**config.mk**
```make
export PLATFORM = sky130hd
export DESIGN_NAME = mem_access_ctrl_flat
export DESIGN_NICKNAME = d
export VERILOG_FILES = /design/src/rtl/mem_access_ctrl_if.sv /design/src/rtl/mem_access_ctrl.sv /design/src/flat_wrapper.sv
export SDC_FILE = /design/constraint.sdc
export NUM_CORES = 1
export LEC_CHECK = 0
export CAP_MARGIN = 20
export CELL_PAD_IN_SITES_DETAIL_PLACEMENT = 1
export CELL_PAD_IN_SITES_GLOBAL_PLACEMENT = 2
export CORE_MARGIN = 2
export CORE_UTILIZATION = 30
export CTS_CLUSTER_DIAMETER = 60
export CTS_CLUSTER_SIZE = 16
export DETAILED_ROUTE_END_ITERATION = 6
export PLACE_DENSITY = 0.84
export SLEW_MARGIN = 20
export SYNTH_ARGS = -nofsm -noshare
export SYNTH_HDL_FRONTEND = slang
export SYNTH_SLANG_ARGS = --single-unit
```
**constraint.sdc**
```tcl
create_clock -name clk -period 5.6 [get_ports clk]
set_input_delay 0.84 -clock clk [delete_from_list [all_inputs] [get_ports clk]]
set_output_delay 0.84 -clock clk [all_outputs]
set_load 0.05 [all_outputs]
```
**src/rtl/mem_access_ctrl_if.sv**
```systemverilog
// Request/response handshake plus the memory strobe bus for mem_access_ctrl.
// slave  : the controller side (accepts requests, drives the memory).
// master : the control unit + memory side (issues requests, answers strobes).
interface mem_access_ctrl_if #(
    parameter int AW = 13,
    parameter int DW = 13
);
    // request channel
    logic          req_valid;
    logic          req_ready;
    logic          req_write;
    logic          req_instr;
    logic [AW-1:0] req_addr;
    logic [DW-1:0] req_wdata;
    // response channel
    logic          rsp_valid;
    logic          rsp_ready;
    logic [DW-1:0] rsp_data;
    logic [1:0]    rsp_err;
    // memory bus
    logic [AW-1:0] mem_address;
    logic [DW-1:0] mem_dataIn;
    logic          mem_write;
    logic          mem_read;
    logic          mem_instr;
    logic [DW-1:0] mem_dataOut;
    logic          mem_done;

    modport slave (
        input  req_valid, req_write, req_instr, req_addr, req_wdata,
        output req_ready,
        output rsp_valid, rsp_data, rsp_err,
        input  rsp_ready,
        output mem_address, mem_dataIn, mem_write, mem_read, mem_instr,
        input  mem_dataOut, mem_done
    );

    modport master (
        output req_valid, req_write, req_instr, req_addr, req_wdata,
        input  req_ready,
        input  rsp_valid, rsp_data, rsp_err,
        output rsp_ready,
        input  mem_address, mem_dataIn, mem_write, mem_read, mem_instr,
        output mem_dataOut, mem_done
    );
endinterface

```
**src/rtl/mem_access_ctrl.sv**
```systemverilog
// mem_access_ctrl: one-at-a-time requester for the main memory.
// IDLE -> ISSUE -> WAIT -> RESP -> IDLE, with out-of-range and timeout guards.
// Optional macro MEM_ACCESS_STATS_EN adds saturating stat_rd/stat_wr/stat_to.
module mem_access_ctrl #(
    parameter int AW      = 13,
    parameter int DW      = 13,
    parameter int DEPTH   = 13,
    parameter int TIMEOUT = 15
) (
    input  logic               clk,
    input  logic               reset,
    mem_access_ctrl_if.slave   bus
`ifdef MEM_ACCESS_STATS_EN
    ,
    output logic [15:0]        stat_rd,
    output logic [15:0]        stat_wr,
    output logic [7:0]         stat_to
`endif
);
    localparam int CW = $clog2(TIMEOUT) + 1;

    typedef enum logic [1:0] {IDLE, ISSUE, WAIT, RESP} state_t;

    typedef struct packed {
        logic [AW-1:0] addr;
        logic [DW-1:0] wdata;
        logic          write;
        logic          instr;
    } req_t;

    state_t        state, nxt;
    req_t          req_q;
    logic [CW-1:0] cnt;
    logic [DW-1:0] rdata_q;
    logic [1:0]    err_q;
    logic          oor;
    logic          done_hit;
    logic          to_hit;

    assign oor = bus.req_addr >= AW'(DEPTH);

    // state register
    always_ff @(posedge clk or negedge reset) begin
        if (!reset) state <= IDLE;
        else        state <= nxt;
    end

    // next state and all outputs; the memory bus is only live in ISSUE/WAIT
    always_comb begin
        nxt             = state;
        done_hit        = 1'b0;
        to_hit          = 1'b0;
        bus.req_ready   = 1'b0;
        bus.rsp_valid   = 1'b0;
        bus.rsp_data    = '0;
        bus.rsp_err     = 2'b00;
        bus.mem_address = '0;
        bus.mem_dataIn  = '0;
        bus.mem_write   = 1'b0;
        bus.mem_read    = 1'b0;
        bus.mem_instr   = 1'b0;
        case (state)
            IDLE: begin
                bus.req_ready = 1'b1;
                if (bus.req_valid) nxt = oor ? RESP : ISSUE;
            end
            ISSUE, WAIT: begin
                bus.mem_address = req_q.addr;
                bus.mem_dataIn  = req_q.wdata;
                bus.mem_instr   = req_q.instr;
                bus.mem_write   = req_q.write;
                bus.mem_read    = !req_q.write;
                if (state == ISSUE) begin
                    nxt = WAIT;
                end else if (bus.mem_done) begin
                    // done beats a simultaneous timeout
                    done_hit = 1'b1;
                    nxt      = RESP;
                end else if (cnt == CW'(TIMEOUT - 1)) begin
                    to_hit = 1'b1;
                    nxt    = RESP;
                end
            end
            RESP: begin
                bus.rsp_valid = 1'b1;
                bus.rsp_data  = rdata_q;
                bus.rsp_err   = err_q;
                if (bus.rsp_ready) nxt = IDLE;
            end
            default: nxt = IDLE;
        endcase
    end

    // request latch, wait counter and response payload
    always_ff @(posedge clk or negedge reset) begin
        if (!reset) begin
            req_q   <= '0;
            cnt     <= '0;
            rdata_q <= '0;
            err_q   <= 2'b00;
        end else begin
            case (state)
                IDLE: if (bus.req_valid) begin
                    req_q.addr  <= bus.req_addr;
                    req_q.wdata <= bus.req_wdata;
                    req_q.write <= bus.req_write;
                    // a store never selects instruction memory
                    req_q.instr <= bus.req_instr & ~bus.req_write;
                    rdata_q     <= '0;
                    err_q       <= oor ? 2'b01 : 2'b00;
                end
                ISSUE: cnt <= '0;
                WAIT: begin
                    if (done_hit) begin
                        err_q <= 2'b00;
                        if (!req_q.write) rdata_q <= bus.mem_dataOut;
                    end else if (to_hit) begin
                        err_q   <= 2'b10;
                        rdata_q <= '0;
                    end else begin
                        cnt <= cnt + CW'(1);
                    end
                end
                default: ;
            endcase
        end
    end

`ifdef MEM_ACCESS_STATS_EN
    // saturating completion counters, bumped on the WAIT -> RESP transition
    always_ff @(posedge clk or negedge reset) begin
        if (!reset) begin
            stat_rd <= '0;
            stat_wr <= '0;
            stat_to <= '0;
        end else begin
            if (done_hit && !req_q.write && stat_rd != '1) stat_rd <= stat_rd + 16'd1;
            if (done_hit &&  req_q.write && stat_wr != '1) stat_wr <= stat_wr + 16'd1;
            if (to_hit && stat_to != '1)                   stat_to <= stat_to + 8'd1;
        end
    end
`endif
endmodule

```
**src/flat_wrapper.sv**
```systemverilog
// flat-port wrapper written by rule: the top's interface ports become plain ports
module mem_access_ctrl_flat 
#(
    parameter int AW      = 13,
    parameter int DW      = 13,
    parameter int DEPTH   = 13,
    parameter int TIMEOUT = 15
)
  (clk, reset, bus_req_valid, bus_req_write, bus_req_instr, bus_req_addr, bus_req_wdata, bus_req_ready, bus_rsp_valid, bus_rsp_data, bus_rsp_err, bus_rsp_ready, bus_mem_address, bus_mem_dataIn, bus_mem_write, bus_mem_read, bus_mem_instr, bus_mem_dataOut, bus_mem_done);
  mem_access_ctrl_if #(.AW(AW), .DW(DW)) bus_i ();
  input  logic clk;
  input  logic reset;
  input wire logic [$bits(bus_i.req_valid)-1:0] bus_req_valid;
  input wire logic [$bits(bus_i.req_write)-1:0] bus_req_write;
  input wire logic [$bits(bus_i.req_instr)-1:0] bus_req_instr;
  input wire logic [$bits(bus_i.req_addr)-1:0] bus_req_addr;
  input wire logic [$bits(bus_i.req_wdata)-1:0] bus_req_wdata;
  output wire logic [$bits(bus_i.req_ready)-1:0] bus_req_ready;
  output wire logic [$bits(bus_i.rsp_valid)-1:0] bus_rsp_valid;
  output wire logic [$bits(bus_i.rsp_data)-1:0] bus_rsp_data;
  output wire logic [$bits(bus_i.rsp_err)-1:0] bus_rsp_err;
  input wire logic [$bits(bus_i.rsp_ready)-1:0] bus_rsp_ready;
  output wire logic [$bits(bus_i.mem_address)-1:0] bus_mem_address;
  output wire logic [$bits(bus_i.mem_dataIn)-1:0] bus_mem_dataIn;
  output wire logic [$bits(bus_i.mem_write)-1:0] bus_mem_write;
  output wire logic [$bits(bus_i.mem_read)-1:0] bus_mem_read;
  output wire logic [$bits(bus_i.mem_instr)-1:0] bus_mem_instr;
  input wire logic [$bits(bus_i.mem_dataOut)-1:0] bus_mem_dataOut;
  input wire logic [$bits(bus_i.mem_done)-1:0] bus_mem_done;
  assign bus_i.req_valid = bus_req_valid;
  assign bus_i.req_write = bus_req_write;
  assign bus_i.req_instr = bus_req_instr;
  assign bus_i.req_addr = bus_req_addr;
  assign bus_i.req_wdata = bus_req_wdata;
  assign bus_req_ready = bus_i.req_ready;
  assign bus_rsp_valid = bus_i.rsp_valid;
  assign bus_rsp_data = bus_i.rsp_data;
  assign bus_rsp_err = bus_i.rsp_err;
  assign bus_i.rsp_ready = bus_rsp_ready;
  assign bus_mem_address = bus_i.mem_address;
  assign bus_mem_dataIn = bus_i.mem_dataIn;
  assign bus_mem_write = bus_i.mem_write;
  assign bus_mem_read = bus_i.mem_read;
  assign bus_mem_instr = bus_i.mem_instr;
  assign bus_i.mem_dataOut = bus_mem_dataOut;
  assign bus_i.mem_done = bus_mem_done;
  mem_access_ctrl #(.AW(AW), .DW(DW), .DEPTH(DEPTH), .TIMEOUT(TIMEOUT)) u_core (.clk(clk), .reset(reset), .bus(bus_i));
endmodule
```
==> Word-level counts from Yosys, hierarchy flattened <==
Cells that the tools add are included.
{ "totals": {"register_bits": 50} }
{ "classes": {"add_sub_neg": 1, "order_cmp": 1, "n_eq_ne": 11, "n_mux": 36, "bitwise": 2, "reduce_logical": 10} }
{ "op_table": {"columns": ["cell", "count"], "rows": [
  ["$mux W13", 7],
  ["$pmux W13 S2", 1],
  ["$mux W2", 10],
  ["$ge A13 B4 Y1 const B", 1],
  ["$mux W1", 13],
  ["$mux W5", 2],
  ["$pmux W5 S2", 1],
  ["$reduce_and A3 Y1", 3],
  ["$ne A2 B2 Y1 const B", 4],
  ["$pmux W2 S3", 1],
  ["$add A5 B1 Y5 const B", 1],
  ["$eq A5 B4 Y1 const B", 1],
  ["$eq A2 B2 Y1 const B", 2],
  ["$ne A4 B2 Y1 const B", 1],
  ["$pmux W2 S2", 1],
  ["$reduce_and A4 Y1", 1],
  ["$reduce_bool A2 Y1", 2],
  ["$ne A3 B1 Y1 const B", 1],
  ["$ne A3 B3 Y1 const B", 1],
  ["$eq A2 B1 Y1 const B", 1],
  ["$logic_not A2 Y1", 1],
  ["$reduce_and A2 Y1", 1],
  ["$reduce_or A2 Y1", 1],
  ["$and A1 B1 Y1", 1],
  ["2 further kinds", 2]
]} }

==> Longest topological paths before layout <==
Gate-level depths: netlist of run 1.
{ "depth": {"depth_word": 8, "depth_mapped": 8, "depth_no_buf": 6} }

==> Least setup slack after synthesis of run 1 <==
OpenSTA, ideal clock, no wires.
{ "synth_timing": {"path_type": "reg-to-output", "from": "register u_core.state[1]", "to": "output bus_rsp_data[10]", "arrival_time_ns": 1.634, "t_required_ns": 4.760, "path_slack_ns": 3.126, "stages_incl_launch_ff": 4, "n_path_buf": 1, "path_cell_list": "dfrtp_1 ha_1 clkbuf_1 and2_1"} }
{ "synth_between": {"elab_chain_len": 2} }
{ "synth_lines": {"columns": ["element", "line_no", "text"], "rows": [
  ["from (decl)", "mem_access_ctrl.sv:31", "state_t state, nxt;"],
  ["from (signal assigned)", "mem_access_ctrl.sv:45", "else state <= nxt;"],
  ["$eq A2 B2 Y1", "mem_access_ctrl.sv:62", "case (state)"],
  ["$mux W13", "mem_access_ctrl.sv:62", null],
  ["to (decl)", "flat_wrapper.sv:20", "output wire logic [$bits(bus_i.rsp_data)-1:0] bus_rsp_data;"]
]} }
No other way between the ends.

==> Final worst setup path of run 1 <==
{ "layout_timing": {"from": "register u_core.state[0]", "to": "output bus_mem_read"} }
{ "layout_between": {"elab_chain_len": 3, "elab_cells_between_ends": 4, "cone_classes": "eq/ne (2); mux (1); reduce/logical (1)"} }
{ "layout_lines": {"columns": ["element", "line_no", "text"], "rows": [
  ["$eq A2 B2 Y1 or $eq A2 B1 Y1 (tied branches)", "mem_access_ctrl.sv:62", null],
  ["$reduce_or A2 Y1 (*)", "mem_access_ctrl.sv:62", null],
  ["$mux W1 (*)", "mem_access_ctrl.sv:62", null],
  ["to (decl)", "flat_wrapper.sv:26", "output wire logic [$bits(bus_i.mem_read)-1:0] bus_mem_read;"]
]} }
Every way passes the cells marked *; elsewhere a longest branch is shown, timed or not.

==> results of run 1 <==
registers in the layout, summed over array words and instances (netlist names):
register and count:
u_core.rdata_q 13, u_core.cnt 5, u_core.state 2, u_core.req_q 28, u_core.err_q 2
final cells by class:
cell class	instances	area (um2)	area share (%)
clock buffer	6	82.6	2.22
clock inverter	2	16.3	0.437
inverter	19	71.3	1.92
multi-input combinational	162	1240	33.4
sequential	50	1250	33.6
tap	108	135	3.63
timing repair buffer	93	921	24.8
synth_stat cells, types with 2 or more instances:
library cell | count | area share (%)
nand4_1 | 3 | 0.72
and2_1 | 43 | 10
dfrtp_1 | 50 | 48
o311ai_1 | 2 | 0.67
inv_1 | 17 | 2.4
nor3_1 | 3 | 0.57
and3_1 | 2 | 0.48
nor3_2 | 2 | 0.76
nand3_1 | 2 | 0.38
nor2_1 | 2 | 0.29
mux2i_1 | 15 | 5.7
a21oi_1 | 3 | 0.57
o21ai_1 | 7 | 1.3
o2bb2ai_1 | 2 | 0.67
o21ai_0 | 2 | 0.38
inv_2 | 2 | 0.29
clkbuf_1 | 5 | 0.72
ha_1 | 8 | 3.8
nand2_1 | 19 | 2.7
buf_2 | 4 | 0.76
a211oi_1 | 2 | 0.57
nand2b_1 | 4 | 0.95
mux2_2 | 10 | 4.3
mux2_1 | 17 | 7.3
worst max-delay path, cell delays in order, from the launching register on:
cell and delay, ns:
dfrtp_1 0.40, inv_1 0.11, ha_1 0.90, inv_1 0.25, nor2_1 0.16, clkdlybuf4s50_1 0.81
cells by family after synthesis:
kind of cell | after synthesis | synth area share [%]
buffers and inverters | 30 | 4.91
flip-flops | 50 | 47.7
adder cells (fa/ha/maj) | 8 | 3.82
multiplexers | 42 | 17.3
AO/OA/AOI/OAI | 27 | 7.01
AND/OR/NAND/NOR | 85 | 19.2
report_power, final:
part | leakage [nW] | total, mW | internal [mW] | switching [mW]
registers | 0.632 | 0.580 | 0.503 | 0.0766
logic | 0.932 | 1.61 | 0.573 | 1.04
clock network | 0.0478 | 0.229 | 0.102 | 0.127
total | 1.61 | 2.42 | 1.18 | 1.24
stage by stage:
stage	instance area, um2	std cells
4_1_cts	3720	440
6_report	3720	440
3_3_place_gp	3620	432
2_1_floorplan	2620	242
5_1_grt	3720	440
3_5_place_dp	3620	432
cell usage in the layout (no fill, tap or decap), types with 4 or more instances in the layout:
master | synthesis | routed
inv_1 | 17 | 17
ha_1 | 8 | 8
dfrtp_1 | 50 | 50
nand2b_1 | 4 | 4
mux2i_1 | 15 | 15
and2_1 | 43 | 43
mux2_1 | 17 | 17
o21ai_1 | 7 | 7
nand2_1 | 19 | 19
clkdlybuf4s50_1 | 0 | 90
clkbuf_8 | 0 | 6
mux2_2 | 10 | 10
layer usage:
metal  GRT usage [%]  up-vias
met5               0        -
met4            4.49        0
met3            5.32        6
met2            23.5       60
met1            17.9     1022
li1                -      989
worst min path at each step:
stage                                       startpoint  slack, ns  cells after the start                            to
after global routing      u_core.req_q[13]$_DFFE_PN0P_       0.52                      1  u_core.req_q[13]$_DFFE_PN0P_
after detailed placement  u_core.req_q[16]$_DFFE_PN0P_       0.48                      1  u_core.req_q[16]$_DFFE_PN0P_
after floorplan            u_core.req_q[0]$_DFFE_PN0P_       0.45                      2   u_core.req_q[0]$_DFFE_PN0P_
final                     u_core.req_q[25]$_DFFE_PN0P_       0.50                      1  u_core.req_q[25]$_DFFE_PN0P_
after global placement     u_core.req_q[0]$_DFFE_PN0P_       0.47                      2   u_core.req_q[0]$_DFFE_PN0P_
after CTS                 u_core.req_q[16]$_DFFE_PN0P_       0.50                      1  u_core.req_q[16]$_DFFE_PN0P_
==> impl_metrics.ini, run 1 <==
[status]
status = finished, final reports clean

[synth]
yosysUniqueCellTypes = 40
synthesis.nets = 296
syn_area_mm2 = 0.00262
syn_area_per_cell_um2 = 10.8
synth_cells = 242
ys_warn_count = 0
ys_ff_latch = 50
seq_area_frac_synth_pct = 47.7
synthFlopType = dfrtp_1
async_reset_ff_share_pct = 100
synth_edf_count = 0

[routing]
vias_per_cell = 4.72
vias = 2077
wl_met1_mm = 2.96
drt_iter0_markers = 38
dr.pass1.iters = 4
dr_wl_met2_mm = 3.12
drc = 0
drt.antenna.violating_nets = 0
route.met3.wl_um = 502
wl_per_cell_um = 15.2
highest_layer = met4
wl_mm = 6.68

[placement]
routabilityCongestion = 0.738
portBuffers = 91
dp_hpwl_mm = 4.85
dp_slack_ns = 2.07

[clocking]
clock_latency_ns = 0.30
clockBufferDepth = 2
cts_tree = done
root_buffer = clkbuf_8
clk_pin_slew_ns = 0.10
cts_resized = 0
post_cts_buffers = 0
cts_hold_buffers = 0
cts_buffers = 5
cts_sinks = 50
htreeDepth = 2

[final_layout]
syn_to_final_growth_pct = 41.8
nFillCells = 969
drive_above_1_share_pct = 8.43
fin_util_pct = 43.3
fin_nets = 385
diodes = 0

[timing]
fin_crit_ns = 3.79
fin_crit_sh_pct = 67.7
finalClockSkew_ns = 0.00898
hold_violations = 0
max_freq_mhz = 264
tns_ns = 0
relSlewSlack_pct = 39.2
setup_viol = 0
worstMarginPinSlew_ns = 0.911
fin_ws_ns = 1.81
slew_violations = 0
hold_ws_ns = 0.498
rsz0062_at_grt = no

[flow_run]
drv_cap = 0

[worst_setup_path]
r2r-end = u_core.rdata_q[9]$_DFFE_PN0P_
crit_path_max_fanout = 36
startpoint = u_core.state[0]$_DFFE_PN0P_
critPathKind = flop to output port
cp.required_ns = 4.76
r2r-start = u_core.state[0]$_DFFE_PN0P_
endpoint_kind = output port
r2r_cells = 6
crit_end = bus_mem_read
rrSetupSlack_ns = 2.83
critPathLaunchType = flop
cp.arrival_ns = 2.95

[pwr]
irDropWorstVdd_mv = 0.370
power_density_mw_per_mm2 = 651
power_mw = 2.42
p_leak_nw = 1.61

[grt]
grt.total_usage_pct = 14.4
grt_pass1_wl_mm = 11.1
antenna_found_initial = 0
grt_pass1_vias = 2239
grt_start_max_net_pins = 51
grt_remaining_overflow = 0

[floorplanning]
core_region_area_mm2 = 0.00859
start_util_pct = 30.5
dieArea_mm2 = 0.00951
die_w_um = 97.5
num_rows = 34
io-pin-count = 92
die_height_um = 97.5

[worst_hold_path]
min_path_type = flop to flop
(Power assumes the default switching activity.)
==> run 2, diff against run 1 <==
--- a/config.mk
+++ b/config.mk
@@ -9,11 +9,11 @@
 export CELL_PAD_IN_SITES_DETAIL_PLACEMENT = 1
 export CELL_PAD_IN_SITES_GLOBAL_PLACEMENT = 2
 export CORE_MARGIN = 2
-export CORE_UTILIZATION = 30
+export CORE_UTILIZATION = 27
 export CTS_CLUSTER_DIAMETER = 60
 export CTS_CLUSTER_SIZE = 16
 export DETAILED_ROUTE_END_ITERATION = 6
-export PLACE_DENSITY = 0.84
+export PLACE_DENSITY = 0.77
 export SLEW_MARGIN = 20
 export SYNTH_ARGS = -nofsm -noshare
 export SYNTH_HDL_FRONTEND = slang
==> constraint.sdc (replaced) <==
create_clock -name clk -period 3.9 [get_ports clk]
set_input_delay 0.585 -clock clk [delete_from_list [all_inputs] [get_ports clk]]
set_output_delay 0.585 -clock clk [all_outputs]
set_load 0.05 [all_outputs]
==> impl_metrics.ini, run 2 (synthesized netlist as in run 1, its figures left out) <==
[grt]
grt_pass1_wl_mm = 11.1
grt_pass1_vias = 2228
grt_start_max_net_pins = 35
grt_remaining_overflow = 0
grt.total_usage_pct = 13.5
antenna_found_initial = 0

[timing]
finalClockSkew_ns = 0.00978
fin_crit_ns = 3.27
slew_violations = 0
fin_crit_sh_pct = 83.9
max_freq_mhz = 306
relSlewSlack_pct = 37.8
rsz0062_at_grt = no
tns_ns = 0
hold_ws_ns = 0.357
worstMarginPinSlew_ns = 0.932
hold_violations = 0
fin_ws_ns = 0.628
setup_viol = 0

[worst_setup_path]
r2r-start = u_core.state[0]$_DFFE_PN0P_
critPathKind = flop to output port
critPathLaunchType = flop
cp.required_ns = 3.31
cp.arrival_ns = 2.69
startpoint = u_core.state[1]$_DFFE_PN0P_
endpoint_kind = output port
crit_path_max_fanout = 21

[pwr]
power_density_mw_per_mm2 = 939
power_mw = 3.55
irDropWorstVdd_mv = 0.625
swShare_pct = 50.1
p_switching_mw = 1.78
pwr-share-seq_pct = 23.4
comb_power_share_pct = 65.5
clkPwrFrac_pct = 11.1
intPower_mw = 1.77
p_leak_nw = 1.63

[clocking]
cts_hold_buffers = 0
root_buffer = clkbuf_8
clk_pin_slew_ns = 0.09
clock_latency_ns = 0.30
cts_buffers = 5
cts_sinks = 50
htreeDepth = 2
cts_tree = done
clockBufferDepth = 2
cts_resized = 0
post_cts_buffers = 0

[floorplanning]
die_height_um = 103
start_util_pct = 28.1
dieArea_mm2 = 0.0105
num_rows = 35
core_region_area_mm2 = 0.00933
die_w_um = 103
io-pin-count = 92

[routing]
drc = 0
wl_per_cell_um = 14.5
vias_per_cell = 4.47
vias = 2063
dr.pass1.iters = 3
drt.antenna.violating_nets = 0
wl_mm = 6.71
drt_iter0_markers = 23

[final_layout]
drive_above_1_share_pct = 8.71
regArea_mm2 = 0.00125
final_common_cell = clkdlybuf4s50_1
largest_reg_flops = 28
syn_to_final_growth_pct = 44.0
multiInputGateArea_mm2 = 0.00124
nFillCells = 1038
top_regs = u_core.req_q x28, u_core.rdata_q x13, u_core.cnt x5
fin_nets = 386
fin_util_pct = 40.5
final_cell_mix = 90 x clkdlybuf4s50_1, 50 x dfrtp_1, 43 x and2_1
fin_area_mm2 = 0.00378
fin_cells = 462
diodes = 0
largest_register = u_core.req_q

[placement]
dp_hpwl_mm = 5.07
dpl_cell_area_mm2 = 0.00365
dp_cells = 454
dp_slack_ns = 0.929
portBuffers = 91
routabilityCongestion = 0.732

[flow_run]
drv_cap = 0

[status]
status = finished, final reports clean

[worst_hold_path]
min_path_type = primary input to asynchronous set/reset pin
## run 2: layout make-up
cell class / instances / share of cell area [%]
Timing Repair Buffer: 94 / 24.6
Sequential cell: 50 / 33.1
Inverter: 19 / 1.89
Clock buffer: 6 / 2.19
Multi-Input combinational cell: 162 / 32.9
Clock inverter: 2 / 1.03
Tap cell: 129 / 4.27
## run 2: routing by layer
layer	part of all wire, %	GRT usage, %	vias to the layer above
met5	0	0	-
met4	0.74	3.38	0
met3	5.5	3.46	4
met2	51	23.0	47
met1	43	17.1	1018
li1	-	-	994
## run 2: worst max-delay path, stage by stage (launching register included)
cell and delay [ns]:
dfrtp_1 0.42, inv_1 0.10, ha_1 0.58, buf_4 0.30, and2_1 0.17, clkdlybuf4s50_1 0.80
## run 2: power by group through the flow
stage,combinational (mW),sequential (mW),clock [mW]
3_5_place_dp,2.35,0.846,0
2_1_floorplan,1.65,0.803,0
6_report,2.32,0.831,0.394
5_1_grt,2.48,0.859,0.431
4_1_cts,2.37,0.834,0.414
3_3_place_gp,2.33,0.838,0
## run 2: worst paths after layout
path / endpoint / slack, ns / depth (start not counted)
worst min-delay path: u_core.cnt[3]$_DFFE_PN0P_ / 0.36 / 1
worst min register to register: u_core.req_q[25]$_DFFE_PN0P_ / 0.50 / 1
worst max-delay path: bus_mem_address[10] / 0.63 / 5
max in group asynchronous: u_core.rdata_q[7]$_DFFE_PN0P_ / 2.81 / 2
min in group clk: u_core.req_q[25]$_DFFE_PN0P_ / 0.50 / 1
worst max register to register: u_core.rdata_q[11]$_DFFE_PN0P_ / 1.43 / 6
==> run 3, diff against run 2 <==
==> constraint.sdc (replaced) <==
create_clock -name clk -period 3.1 [get_ports clk]
set_input_delay 0.465 -clock clk [delete_from_list [all_inputs] [get_ports clk]]
set_output_delay 0.465 -clock clk [all_outputs]
set_load 0.05 [all_outputs]
==> impl_metrics.ini, run 3 (synthesized netlist as in run 1, its figures left out) <==
[status]
status = finished, final reports clean

[floorplanning]
num_rows = 35
die_height_um = 103
die_w_um = 103
dieArea_mm2 = 0.0105
start_util_pct = 28.1
core_region_area_mm2 = 0.00933
io-pin-count = 92

[placement]
dpl_cell_area_mm2 = 0.00360
portBuffers = 91
routabilityCongestion = 0.726
dp_hpwl_mm = 4.88

[final_layout]
diodes = 0
fin_area_mm2 = 0.00368
syn_to_final_growth_pct = 40.4
fin_nets = 387
final_common_cell = clkdlybuf4s50_1
top_regs = u_core.req_q x28, u_core.rdata_q x13, u_core.cnt x5
largest_reg_flops = 28
final_cell_mix = 61 x clkdlybuf4s50_1, 50 x dfrtp_1, 43 x and2_1
drive_above_1_share_pct = 17.1
largest_register = u_core.req_q
nFillCells = 1057

[routing]
dr.pass1.iters = 4
route.met3.wl_um = 384
wl_mm = 6.63
wl_met1_mm = 2.68
wl_per_cell_um = 14.3
drt.antenna.violating_nets = 0
drc = 0
highest_layer = met4
vias_per_cell = 4.48
vias = 2070
drt_iter0_markers = 39
dr_wl_met2_mm = 3.46

[timing]
max_freq_mhz = 369
slew_violations = 0
hold_violations = 0
rsz0062_at_grt = no
fin_crit_sh_pct = 87.4
worstMarginPinSlew_ns = 0.898
finalClockSkew_ns = 0.00483
relSlewSlack_pct = 40.1
fin_crit_ns = 2.71
setup_viol = 0
tns_ns = 0

[grt]
antenna_found_initial = 0
grt_pass1_wl_mm = 10.9
grt_remaining_overflow = 0
grt_pass1_vias = 2156
grt.total_usage_pct = 13.3
grt_start_max_net_pins = 30

[worst_hold_path]
min_path_type = primary input to asynchronous set/reset pin

[flow_run]
drv_cap = 0

[clocking]
cts_sinks = 50
htreeDepth = 2
cts_tree = done
root_buffer = clkbuf_8
cts_resized = 0
clock_latency_ns = 0.30
cts_hold_buffers = 0
cts_buffers = 5
post_cts_buffers = 0
clockBufferDepth = 2
clk_pin_slew_ns = 0.09

[worst_setup_path]
crit_cells = 3
cp_num_buf_inv = 1
cp.required_ns = 2.63
crit_path_max_fanout = 17
cp_top_family = buffers and inverters
cp.arrival_ns = 2.24
r2r_cells = 6
endpoint_kind = output port
path_cells = ha_1, and2_1, clkdlybuf4s50_1
critPathLaunchType = flop
rrSetupSlack_ns = 0.70
crit_slowest_cell = clkdlybuf4s50_1
critPathKind = flop to output port
critPathMaxStageDelay_ns = 0.80

[pwr]
power_density_mw_per_mm2 = 1160
irDropWorstVdd_mv = 0.692
p_leak_nw = 1.66
[run 3: cell types whose count changed in the layout (fill, tap and decap cells not counted), sizes merged]
cell / before / now
buf: 4 / 34
bufinv: 1 / 0
clkdlybuf4s50: 90 / 61
clkinvlp: 0 / 1
inv: 20 / 19
[run 3: worst reg2reg max path, cell delays in order (launching register included)]
cell and delay, ns:
dfrtp_1 0.39, inv_1 0.12, ha_1 0.48, nand2b_2 0.22
o31ai_1 0.10, o21bai_2 0.72, mux2i_1 0.29
[run 3: final cells by class]
cell class / instances / area [um2] / area share, %
Sequential cell: 50 / 1250 / 34.0
Multi-Input combinational cell: 162 / 1240 / 33.7
Timing Repair Buffer: 95 / 876 / 23.8
Tap cell: 129 / 161 / 4.38
Clock buffer: 6 / 72.6 / 1.97
Inverter: 19 / 71.3 / 1.94
Clock inverter: 1 / 7.51 / 0.204
[run 3: layer usage]
metal | global-route usage, % | vias to the layer above
met2 | 23.1 | 51
met3 | 3.73 | 8
met4 | 3.90 | 0
met5 | 0 | -
li1 | - | 992
met1 | 16.0 | 1019
[run 3: power breakdown]
| part | switching [mW] | internal (mW) | total, mW |
|---|---|---|---|
| Combinational | 1.88 | 0.979 | 2.86 |
| Clock | 0.219 | 0.155 | 0.374 |
| Sequential | 0.135 | 0.909 | 1.04 |
| Total | 2.23 | 2.04 | 4.27 |
[run 3: worst paths after layout]
check | from | to
max | u_core.state[1]$_DFFE_PN0P_ | bus_rsp_data[9]
min | reset | u_core.cnt[0]$_DFFE_PN0P_
min in group clk | u_core.req_q[15]$_DFFE_PN0P_ | u_core.req_q[15]$_DFFE_PN0P_
max reg2reg | u_core.state[0]$_DFFE_PN0P_ | u_core.rdata_q[0]$_DFFE_PN0P_
min reg2reg | u_core.req_q[15]$_DFFE_PN0P_ | u_core.req_q[15]$_DFFE_PN0P_
max in group asynchronous | reset | u_core.req_q[25]$_DFFE_PN0P_
[run 3: stage by stage]
stage / total power, mW / setup slack [ns] / hold WS (ns) / util (%) / instances
after floorplan: 3.09 / 1.00 / 0.169 / - / 242
after global placement: 3.93 / 0.692 / 0.466 / 38.6 / 455
after detailed placement: 3.97 / 0.651 / 0.477 / 38.6 / 455
after CTS: 4.36 / 0.325 / 0.227 / 39.5 / 462
after global routing: 4.56 / 0.209 / 0.260 / 39.5 / 462
final: 4.27 / 0.391 / 0.196 / 39.5 / 462
